## config.mk

```make
export PLATFORM = sky130hd
export DESIGN_NAME = dut_cmd_sequencer
export DESIGN_NICKNAME = d
export VERILOG_FILES = /design/src/rtl/dut_cmd_sequencer.sv
export SDC_FILE = /design/constraint.sdc
export NUM_CORES = 1
export LEC_CHECK = 0
export CORE_MARGIN = 4
export CORE_UTILIZATION = 40
export CTS_CLUSTER_DIAMETER = 80
export CTS_CLUSTER_SIZE = 8
export DETAILED_ROUTE_END_ITERATION = 8
export PLACE_DENSITY = 0.79
export SYNTH_ARGS = -nofsm -noshare
export SYNTH_HDL_FRONTEND = slang
export SYNTH_SLANG_ARGS = --single-unit
```

## constraint.sdc

```tcl
create_clock -name CLK -period 2.9 [get_ports CLK]
set_input_delay 0.725 -clock CLK [delete_from_list [all_inputs] [get_ports CLK]]
set_output_delay 0.725 -clock CLK [all_outputs]
set_load 0.01 [all_outputs]
```

## src/rtl/dut_cmd_sequencer.sv

```systemverilog
// Command sequencer: slave-bus register front-end, command FIFO,
// and a valid/ready issue engine that waits for core completion.
module dut_cmd_sequencer #(
  parameter int C_ADDR_BITS       = 16,
  parameter int C_FIFO_DEPTH_BITS = 2
) (
  input  logic                   CLK,
  input  logic                   nRST,
  input  logic                   S_WE,
  input  logic [C_ADDR_BITS-1:0] S_WADDR,
  input  logic [31:0]            S_WDATA,
  input  logic                   S_RE,
  input  logic [C_ADDR_BITS-1:0] S_RADDR,
  output logic [31:0]            S_RDATA,
  output logic                   CMD_VALID,
  input  logic                   CMD_READY,
  output logic [31:0]            CMD_DATA,
  input  logic                   CORE_DONE,
  output logic                   BUSY,
  output logic                   INTR
);

  localparam int DB    = C_FIFO_DEPTH_BITS;
  localparam int DEPTH = 1 << DB;
  localparam int CW    = DB + 1;

  typedef enum logic [1:0] {
    IDLE,
    ISSUE,
    WAIT
  } state_t;

  state_t state, state_nx;

  logic [31:0]   mem [DEPTH];
  logic [DB-1:0] wp, rp;
  logic [CW-1:0] count, count_nx;
  logic          full, push, pop, done_ev;

  logic          busy_q, pend, ovf, en;
  logic [15:0]   done_cnt;
  logic [31:0]   rdata;

  logic wr_cmd, wr_clr, wr_en, wr_done;
  logic rd_status, rd_en, rd_done;

  assign wr_cmd  = S_WE && (S_WADDR == C_ADDR_BITS'(0));
  assign wr_clr  = S_WE && (S_WADDR == C_ADDR_BITS'(2));
  assign wr_en   = S_WE && (S_WADDR == C_ADDR_BITS'(3));
  assign wr_done = S_WE && (S_WADDR == C_ADDR_BITS'(4));

  assign rd_status = S_RADDR == C_ADDR_BITS'(1);
  assign rd_en     = S_RADDR == C_ADDR_BITS'(3);
  assign rd_done   = S_RADDR == C_ADDR_BITS'(4);

  assign full     = count == CW'(DEPTH);
  assign pop      = (state == ISSUE) && CMD_READY;
  // a pop in the same cycle frees the slot a full FIFO needs
  assign push     = wr_cmd && (!full || pop);
  assign count_nx = count + CW'(push) - CW'(pop);
  assign done_ev  = (state == WAIT) && CORE_DONE;

  always_comb begin
    state_nx = state;
    unique case (state)
      IDLE:  if (count != '0) state_nx = ISSUE;
      ISSUE: if (CMD_READY) state_nx = WAIT;
      WAIT:
        if (CORE_DONE)
          state_nx = (count_nx != '0) ? ISSUE : IDLE;
      default: state_nx = IDLE;
    endcase
  end

  always_comb begin
    rdata = '0;
    unique case (1'b1)
      rd_status: rdata = {24'b0, 4'(count), full, ovf, pend, busy_q};
      rd_en:     rdata = {31'b0, en};
      rd_done:   rdata = {16'b0, done_cnt};
      default:   rdata = '0;
    endcase
  end

  always_ff @(posedge CLK) begin
    if (push) mem[wp] <= S_WDATA;
  end

  always_ff @(posedge CLK) begin
    if (!nRST) begin
      state    <= IDLE;
      wp       <= '0;
      rp       <= '0;
      count    <= '0;
      busy_q   <= 1'b0;
      pend     <= 1'b0;
      ovf      <= 1'b0;
      en       <= 1'b0;
      done_cnt <= '0;
      S_RDATA  <= '0;
    end else begin
      state  <= state_nx;
      count  <= count_nx;
      busy_q <= (state_nx != IDLE) || (count_nx != '0);
      if (push) wp <= wp + 1'b1;
      if (pop) rp <= rp + 1'b1;
      if (wr_cmd && !push) ovf <= 1'b1;
      else if (wr_clr && S_WDATA[1]) ovf <= 1'b0;
      if (done_ev && en) pend <= 1'b1;
      else if (wr_clr && S_WDATA[0]) pend <= 1'b0;
      if (wr_en) en <= S_WDATA[0];
      if (wr_done) done_cnt <= '0;
      else if (done_ev) done_cnt <= done_cnt + 16'd1;
      if (S_RE) S_RDATA <= rdata;
    end
  end

  assign CMD_VALID = state == ISSUE;
  assign CMD_DATA  = mem[rp];
  assign BUSY      = busy_q;
  assign INTR      = pend && en;

endmodule
```

==> flow_summary.rst, run 1 <==
.. list-table::
   :header-rows: 1

   * - Metric
     - Value
   * - Run status
     - finished, final reports clean
   * - Clock latency reported for the late side of the worst-skew pair
     - 0.42 ns
   * - Global routing usage on met2
     - around a quarter
   * - Required time worst endpoint
     - 2.17 ns
   * - Share of the synthesized area in the top cell type
     - 55.2%
   * - Top FF cell, synth
     - sky130_fd_sc_hd__edfxtp_1
   * - Final Instance Count excl. Fillers
     - 828
   * - Post-synthesis cell area
     - 0.00697 mm2
   * - Util after Layout
     - 55.5%
   * - Growth of design area from synthesis to finish
     - 33.9%
   * - Post-synthesis area per instance
     - 15.9 um2
   * - Router iterations before antenna repair
     - 4
   * - Largest fanout on the critical path
     - 16
   * - Wire length of the first global-routing pass
     - 23.8 mm
   * - Post-synthesis sequential element count
     - 175
   * - Hold bufs inserted after CTS
     - 0
   * - Starting density of the core
     - between 40% and 50%
   * - Clock tree from TritonCTS
     - built
   * - Global routing usage on met3
     - 3.72%
   * - Row Count
     - 47
   * - Most heavily used metal layer in global routing
     - met2
   * - Number of failing hold endpoints at the final stage
     - 0
   * - Post-detail-place hpwl
     - 10.1 mm
   * - Count of H-tree levels built during CTS
     - 4
   * - Average detailed-routed wire length per instance
     - 18.0 um
   * - Worst Reg2Reg Path Length in Cells
     - 7
   * - Number of synthesized flops with an enable pin
     - 128
   * - Initial drt markers
     - 238
   * - Share of the clock period used by the worst path
     - 96.3%
   * - Max_cap viols
     - 0
   * - Synthesized instance count
     - 438
   * - Yosys cell types
     - 52
   * - Yosys warns
     - 0
   * - Leakage power
     - 3.15 nW
   * - Setup repair after global routing missed its margin
     - no
   * - Die outline area
     - roughly 0.02 mm2
   * - Worst setup path category
     - reg2out
   * - Number of max-slew violations in the final report
     - 0
   * - Top post-synthesis cells by area
     - sky130_fd_sc_hd__edfxtp_1 (55%), sky130_fd_sc_hd__dfxtp_1 (14%), sky130_fd_sc_hd__mux4_2 (10%)
   * - Sequential share of the synthesized area
     - between 60% and 70%
   * - RePlAce Congestion
     - between 0.8 and 0.9
   * - Library cell occupying the most area in the post-synthesis netlist
     - sky130_fd_sc_hd__edfxtp_1
   * - Core area
     - 0.0168 mm2
   * - Power density over cell area
     - 620 mW/mm2
   * - Die span in x
     - approximately 140 um
   * - DR vias/cell
     - roughly 5
   * - Number of nets with antenna violations after detailed routing
     - 0
   * - Gr usage total
     - 15.4%
   * - Worst Path Arrival
     - slightly above 2 ns
   * - Chip Height
     - between 100 and 150 um
   * - Count of antenna diodes in the layout
     - 0
   * - Vias in the first global route
     - 4533
   * - Total vias in the final route
     - 4204
   * - Fill cell instance count of the final layout
     - 1338
   * - Worst min-delay path category
     - reg2reg
   * - Count of pins on the block boundary
     - between 100 and 150
   * - Number of buffers added by the clock tree synthesis step
     - 17
   * - Kind of capture point of the worst setup path
     - output port
   * - Critical-path top delay cell
     - sky130_fd_sc_hd__mux4_2
   * - Fraction of layout instances using a drive strength above 1
     - 20.6%
   * - Layout Nets
     - 672
   * - Max Clock Freq
     - 358 MHz
   * - Maximum root-to-sink buffer count
     - 2
   * - Total of endpoints with negative setup slack in the final report
     - 0
   * - Peak ir drop on the vdd network
     - roughly 0.00038 V
   * - Count of placed standard cells including taps
     - 791
   * - Global-route congestion overflow total
     - 0
   * - Clock transition at the registers of the reported paths
     - 0.07 ns
   * - Clock sink count
     - 175
   * - Worst slew slack as a fraction of its limit
     - between 60% and 70%
   * - Async set-reset flop share out of synthesis
     - 0%
   * - Skew final
     - 0.0131 ns
   * - Number of port buffers
     - 120
   * - Delay contributed by the slowest stage of the critical path
     - 0.52 ns
   * - DRC violation count after routing
     - 0
   * - Root buf cell
     - sky130_fd_sc_hd__clkbuf_16
   * - Initial antenna violation count
     - 0
   * - Transition time at the pin with the least slew margin
     - 0.500 ns
   * - Total Wirelength
     - 14.9 mm
   * - List of cells traversed by the critical path
     - clkbuf_16 > mux4_2 > clkdlybuf4s50_1
   * - Met1 track demand over resource
     - 20.0%
   * - Worst hold path depth
     - 2
   * - Pin count of the biggest net entering global routing
     - 33
   * - Min Clock Period, post-route
     - 2.79 ns
   * - Kind of start point of the critical path
     - register
layout by cell type (no fill, tap or decap), types with 7 or more instances in the layout:
master / instances
sky130_fd_sc_hd__a21oi_1: 16
sky130_fd_sc_hd__a22oi_1: 7
sky130_fd_sc_hd__buf_4: 28
sky130_fd_sc_hd__clkbuf_16: 18
sky130_fd_sc_hd__clkdlybuf4s50_1: 110
sky130_fd_sc_hd__conb_1: 16
sky130_fd_sc_hd__dfxtp_1: 45
sky130_fd_sc_hd__edfxtp_1: 128
sky130_fd_sc_hd__inv_8: 7
sky130_fd_sc_hd__mux4_2: 32
sky130_fd_sc_hd__nand2_1: 20
sky130_fd_sc_hd__nand2b_1: 9
sky130_fd_sc_hd__nand3_1: 14
sky130_fd_sc_hd__nor2_1: 26
sky130_fd_sc_hd__o21ai_0: 10
sky130_fd_sc_hd__xnor2_1: 9
cell type report:
| class | count | area [um2] | share of cell area [%] |
|---|---|---|---|
| clock buffer | 17 | 425 | 4.56 |
| clock inverter | 15 | 163 | 1.74 |
| timing repair buffer | 155 | 1560 | 16.7 |
| inverter | 6 | 22.5 | 0.241 |
| sequential | 175 | 4790 | 51.3 |
| tap | 220 | 275 | 2.95 |
| multi-input combinational | 240 | 2100 | 22.5 |
where the power goes:
part	internal, mW	leakage [nW]	switching [mW]	total [mW]
Sequential	2.71	1.53	0.0453	2.76
Clock	1.23	0.296	1.02	2.25
Combinational	0.460	1.32	0.316	0.777
Total	4.41	3.15	1.38	5.78
critical path: cells and delay by family (launching register included):
family / cells / cell delay, ns
buffers and inverters: 2 / 0.74
flip-flops: 1 / 0.39
multiplexers: 1 / 0.52
cell families after synthesis:
family,synth area share (%)
AOI/OAI and AO/OA,3.79
muxes,10.8
adders and majority gates,1.36
buffers and inverters,3.00
xor gates and xnor gates,2.08
DFF,68.7
and+or+nand+nor,10.3
other,0.0538
synth_stat cells (2+ instances only):
master	count
sky130_fd_sc_hd__xnor2_1	9
sky130_fd_sc_hd__and3b_1	2
sky130_fd_sc_hd__mux4_2	32
sky130_fd_sc_hd__or3_1	4
sky130_fd_sc_hd__a22oi_1	7
sky130_fd_sc_hd__xor2_1	5
sky130_fd_sc_hd__dfxtp_1	47
sky130_fd_sc_hd__nand4_1	6
sky130_fd_sc_hd__nand2b_1	9
sky130_fd_sc_hd__o21ai_0	11
sky130_fd_sc_hd__mux2i_1	3
sky130_fd_sc_hd__o21a_1	2
sky130_fd_sc_hd__and2_1	9
sky130_fd_sc_hd__ha_1	6
sky130_fd_sc_hd__nor4_2	3
sky130_fd_sc_hd__nand2_1	21
sky130_fd_sc_hd__nor2b_1	4
sky130_fd_sc_hd__nand4b_1	2
sky130_fd_sc_hd__a21oi_1	17
sky130_fd_sc_hd__buf_4	16
sky130_fd_sc_hd__nor2_1	26
sky130_fd_sc_hd__buf_1	2
sky130_fd_sc_hd__inv_1	5
sky130_fd_sc_hd__buf_2	5
sky130_fd_sc_hd__nand3_1	14
sky130_fd_sc_hd__clkbuf_1	9
sky130_fd_sc_hd__nor3_1	3
sky130_fd_sc_hd__o41ai_1	3
sky130_fd_sc_hd__nor4_1	6
sky130_fd_sc_hd__edfxtp_1	128
per-layer routing:
metal | vias to the layer above | routed length, um
li1 | 1975 | -
met1 | 2081 | 6290
met2 | 135 | 7620
met3 | 13 | 862
met4 | 0 | 169
met5 | - | 0
what timing repair did:
| action | 4_1_cts | 5_1_grt |
|---|---|---|
| hold endpoints to repair | 0 | 0 |
| setup endpoints to repair | 3 | 18 |
| gates cloned | 0 | 1 |
| gates resized for setup | 9 | 8 |
| pin swaps | 9 | 6 |
| setup buffers | 3 | 1 |
stage by stage:
stage | hold slack (ns) | instance area (um2) | setup slack (ns) | setup TNS, ns | power, mW
2_1_floorplan | 0.438 | 7060 | 0.0111 | 0 | 3.20
3_3_place_gp | 0.448 | 8660 | -0.490 | -10.46 | 3.53
3_5_place_dp | 0.450 | 8660 | -0.592 | -12.11 | 3.54
4_1_cts | 0.471 | 9280 | 0.00460 | 0 | 5.79
5_1_grt | 0.497 | 9330 | 0.00816 | 0 | 6.03
6_report | 0.471 | 9330 | 0.106 | 0 | 5.78
flip-flops by register name, summed over array words and instances, names as in the netlist, named ones only:
signal / flops
mem: 128
S_RDATA: 16
done_cnt: 16
count: 3
rp: 2
state: 2
wp: 2
BUSY: 1
en: 1
ovf: 1
pend: 1
path summary, 6_finish.rpt:
kind / endpoint / slack (ns) / from
setup / recovery: CMD_DATA[1] / 0.11 / register
hold reg to reg: S_RDATA[11]$_SDFFE_PN0P_ / 0.47 / S_RDATA[11]$_SDFFE_PN0P_
hold / removal: S_RDATA[11]$_SDFFE_PN0P_ / 0.47 / S_RDATA[11]$_SDFFE_PN0P_
setup reg to reg: state[0]$_SDFF_PN0_ / 0.47 / state[1]$_SDFF_PN0_
Power figures use the tool's default switching activity.
==> run 2, diff against run 1 <==
REMOVE_ABC_BUFFERS = 1   (was unset)
==> run 2 against run 1 <==
Net effect: critical path depth rose by 6; cell count rose by 0.85%; via count rose by 2.6%; design area rose by 1.9%; critical path type is now in2reg; power rose by 5.3%; clock skew barely moved; critical endpoint is now state[0]$_SDFF_PN0_; flip-flop and latch count did not move; die area did not move; first-iteration DRC count rose by 1.7%; global-route usage rose by 0.13 points; register-to-register slack got worse by 0.13 ns.
==> flow_summary.rst, run 2 (same netlist as run 1, synthesis figures left out) <==
.. list-table::
   :header-rows: 1

   * - Metric
     - Value
   * - Global routing usage on met3
     - 5.28% (was 3.72%)
   * - Top Registers
     - mem: 128 flops, S_RDATA: 16 flops, done_cnt: 16 flops (unchanged)
   * - Layout Nets
     - 679 (was 672)
   * - Switching pwr
     - 1.35 mW (was 1.38 mW)
   * - List of cells traversed by the critical path
     - clkdlybuf4s50_1 > nor2b_4 > nand4b_4 > o41ai_4 > ha_2 > fa_2 > or3_4 > a21oi_2 > a211oi_1 (was clkbuf_16 > mux4_2 > clkdlybuf4s50_1)
   * - Count of antenna diodes in the layout
     - 0 (unchanged)
   * - Global routing usage on met2
     - 26.2% (was 25.8%)
   * - Leakage power
     - 3.27 nW (was 3.15 nW)
   * - Kind of capture point of the worst setup path
     - register (was output port)
   * - Delay contributed by the slowest stage of the critical path
     - 0.47 ns (was 0.52 ns)
   * - Row Count
     - 47 (unchanged)
   * - Pin count of the biggest net entering global routing
     - 22 (was 33)
   * - Multi-input gate area in the final layout
     - 0.00213 mm2 (was 0.00210 mm2)
   * - Worst setup path endpoint
     - state[0]$_SDFF_PN0_ (was CMD_DATA[1])
   * - Max_cap viols
     - 0 (unchanged)
   * - Total Wirelength
     - 15.1 mm (was 14.9 mm)
   * - Post-detail-place hpwl
     - 10.3 mm (was 10.1 mm)
   * - Number of max-slew violations in the final report
     - 0 (unchanged)
   * - Wire length of the first global-routing pass
     - 23.8 mm (about the same)
   * - Chip Height
     - 140 um (unchanged)
   * - Clock sink count
     - 175 (unchanged)
   * - Number of port buffers
     - 120 (unchanged)
   * - Kind of start point of the critical path
     - input port (was register)
   * - Share of the clock period used by the worst path
     - 99.6% (was 96.3%)
   * - Clock tree from TritonCTS
     - built (unchanged)
   * - Worst Reg2Reg Path Length in Cells
     - 7 (unchanged)
   * - Vias in the first global route
     - 4518 (was 4533)
   * - Number of buffers added by the clock tree synthesis step
     - 17 (unchanged)
   * - Proportion of total power due to net switching
     - 22.1% (was 23.8%)
   * - Leading cell types in the layout, fill and taps excluded
     - sky130_fd_sc_hd__edfxtp_1 (128), sky130_fd_sc_hd__clkdlybuf4s50_1 (103), sky130_fd_sc_hd__dfxtp_1 (45) (was sky130_fd_sc_hd__edfxtp_1 (128), sky130_fd_sc_hd__clkdlybuf4s50_1 (110), sky130_fd_sc_hd__dfxtp_1 (45))
   * - Clock group share of total power
     - 40.8% (was 38.9%)
   * - Router iterations before antenna repair
     - 4 (unchanged)
   * - Initial drt markers
     - 242 (was 238)
   * - Worst Path Arrival
     - 3.19 ns (was 2.07 ns)
   * - Total vias in the final route
     - 4314 (was 4204)
   * - Post-route standard cell area excluding fillers
     - 0.00951 mm2 (was 0.00933 mm2)
   * - Worst hold slack after final layout
     - 0.471 ns (about the same)
   * - Starting density of the core
     - 41.4% (unchanged)
   * - FF-to-FF End
     - state[0]$_SDFF_PN0_ (unchanged)
   * - Worst slew slack as a fraction of its limit
     - 56.4% (was 66.6%)
   * - Most heavily used metal layer in global routing
     - met2 (unchanged)
   * - Placement-stage cell area
     - 0.00864 mm2 (was 0.00866 mm2)
   * - Max Clock Freq
     - 346 MHz (was 358 MHz)
   * - Count of pins on the block boundary
     - 137 (unchanged)
   * - Final Instance Count excl. Fillers
     - 835 (was 828)
   * - DRC violation count after routing
     - 0 (unchanged)
   * - Register with the most flip-flops
     - mem (unchanged)
   * - Fraction of layout instances using a drive strength above 1
     - 21.6% (was 20.6%)
   * - RePlAce Congestion
     - 0.821 (was 0.836)
   * - Total of endpoints with negative setup slack in the final report
     - 0 (unchanged)
   * - Skew final
     - 0.0127 ns (was 0.0131 ns)
   * - Clock transition at the registers of the reported paths
     - 0.07 ns (about the same)
   * - Critical-path top delay cell
     - sky130_fd_sc_hd__clkdlybuf4s50_1 (was sky130_fd_sc_hd__mux4_2)
   * - Number of failing hold endpoints at the final stage
     - 0 (unchanged)
   * - Growth of design area from synthesis to finish
     - 36.5% (was 33.9%)
   * - Root buf cell
     - sky130_fd_sc_hd__clkbuf_16 (unchanged)
   * - Worst setup path category
     - in2reg (was reg2out)
   * - Reg power frac
     - 45.4% (was 47.7%)
   * - Transition time at the pin with the least slew margin
     - 0.654 ns (was 0.500 ns)
   * - Area of all sequential standard cells
     - 0.00479 mm2 (about the same)
   * - Die span in x
     - 140 um (unchanged)
   * - DR vias/cell
     - 5.17 (was 5.08)
   * - Count of H-tree levels built during CTS
     - 4 (unchanged)
   * - Min Clock Period, post-route
     - 2.89 ns (was 2.79 ns)
   * - Flop-to-flop setup slack
     - 0.34 ns (was 0.47 ns)
   * - Run status
     - finished, final reports clean (unchanged)
   * - Initial antenna violation count
     - 1 (was 0)
   * - Met1 track demand over resource
     - 19.5% (was 20.0%)
   * - Pint
     - 4.75 mW (was 4.41 mW)
   * - Worst hold path depth
     - 2 (unchanged)
   * - Count of placed standard cells including taps
     - 794 (was 791)
   * - Combinational share of power
     - 13.7% (was 13.4%)
   * - Critical Path Start
     - S_WE
   * - Fill cell instance count of the final layout
     - 1332 (was 1338)
   * - Largest register FFs
     - 128 (unchanged)
   * - Launching point of the worst reg2reg path
     - state[1]$_SDFF_PN0_ (unchanged)
   * - Core area
     - 0.0168 mm2 (unchanged)
   * - Worst min-delay path category
     - reg2reg (unchanged)
   * - Number of nets with antenna violations after detailed routing
     - 0 (unchanged)
   * - Maximum root-to-sink buffer count
     - 2 (unchanged)
   * - Power density over cell area
     - 641 mW/mm2 (was 620 mW/mm2)
   * - Clock latency reported for the late side of the worst-skew pair
     - 0.42 ns (about the same)
   * - Peak ir drop on the vdd network
     - 0.000427 V (was 0.000385 V)
   * - Commonest non-fill, non-tap cell in the layout
     - sky130_fd_sc_hd__edfxtp_1 (unchanged)
   * - Average detailed-routed wire length per instance
     - 18.1 um (was 18.0 um)
   * - Die outline area
     - 0.0196 mm2 (unchanged)
   * - Largest fanout on the critical path
     - 3 (was 16)
   * - Required time worst endpoint
     - 3.20 ns (was 2.17 ns)
   * - Gr usage total
     - 15.6% (was 15.4%)
   * - Global-route congestion overflow total
     - 0 (unchanged)
run 2: worst min path at each step:
stage	startpoint	to
floorplan	ovf$_SDFFE_PN0P_	ovf$_SDFFE_PN0P_
global placement	S_RDATA[1]$_SDFFE_PN0P_	S_RDATA[1]$_SDFFE_PN0P_
detailed placement	S_RDATA[2]$_SDFFE_PN0P_	S_RDATA[2]$_SDFFE_PN0P_
CTS	S_RDATA[11]$_SDFFE_PN0P_	S_RDATA[11]$_SDFFE_PN0P_
global route	S_RDATA[14]$_SDFFE_PN0P_	S_RDATA[14]$_SDFFE_PN0P_
finish	S_RDATA[11]$_SDFFE_PN0P_	S_RDATA[11]$_SDFFE_PN0P_
run 2: layer usage:
metal | up-vias | routed length (um)
met2 | 179 | 7660
met3 | 20 | 1210
met1 | 2128 | 6020
met5 | - | 12
met4 | 2 | 189
li1 | 1985 | -
run 2: critical path, delay by kind of cell:
family / cells / cell delay, ns
and+or+nand+nor: 3 / 0.75
buffers and inverters: 1 / 0.47
AOI/OAI and AO/OA: 3 / 0.56
adders and majority gates: 2 / 0.69
run 2: final cells by class:
type | count | area share [%]
multi-input combinational | 240 | 22.4
tap | 220 | 2.90
inverter | 6 | 0.237
clock buffer | 17 | 4.47
clock inverter | 15 | 2.41
timing repair buffer | 162 | 17.2
sequential | 175 | 50.4
run 2: per-stage QoR:
stage	total power, mW	utilization [%]	setup WS [ns]	TNS (ns)
floorplan	3.17	-	-0.184	-0.319
global placement	3.53	51.4	-0.514	-1.09
finish	6.09	56.5	0.0120	0
CTS	6.04	55.6	-0.0336	-0.0336
detailed placement	3.54	51.4	-0.629	-2.44
global route	6.34	56.5	-0.0353	-0.0505
run 2: power groups by stage:
stage / clock, mW / sequential, mW / combinational [mW]
floorplan: 0 / 2.84 / 0.323
global placement: 0 / 2.82 / 0.703
detailed placement: 0 / 2.82 / 0.720
CTS: 2.53 / 2.77 / 0.733
global route: 2.67 / 2.77 / 0.896
finish: 2.49 / 2.77 / 0.835
run 2: repair_timing:
item / CTS / global route
endpoints found under the setup margin: 29 / 22
resized for setup: 15 / 23
gates cloned: 0 / 1
hold buffers: 0 / 0
pin swaps: 7 / 10
buffers inserted: 3 / 5
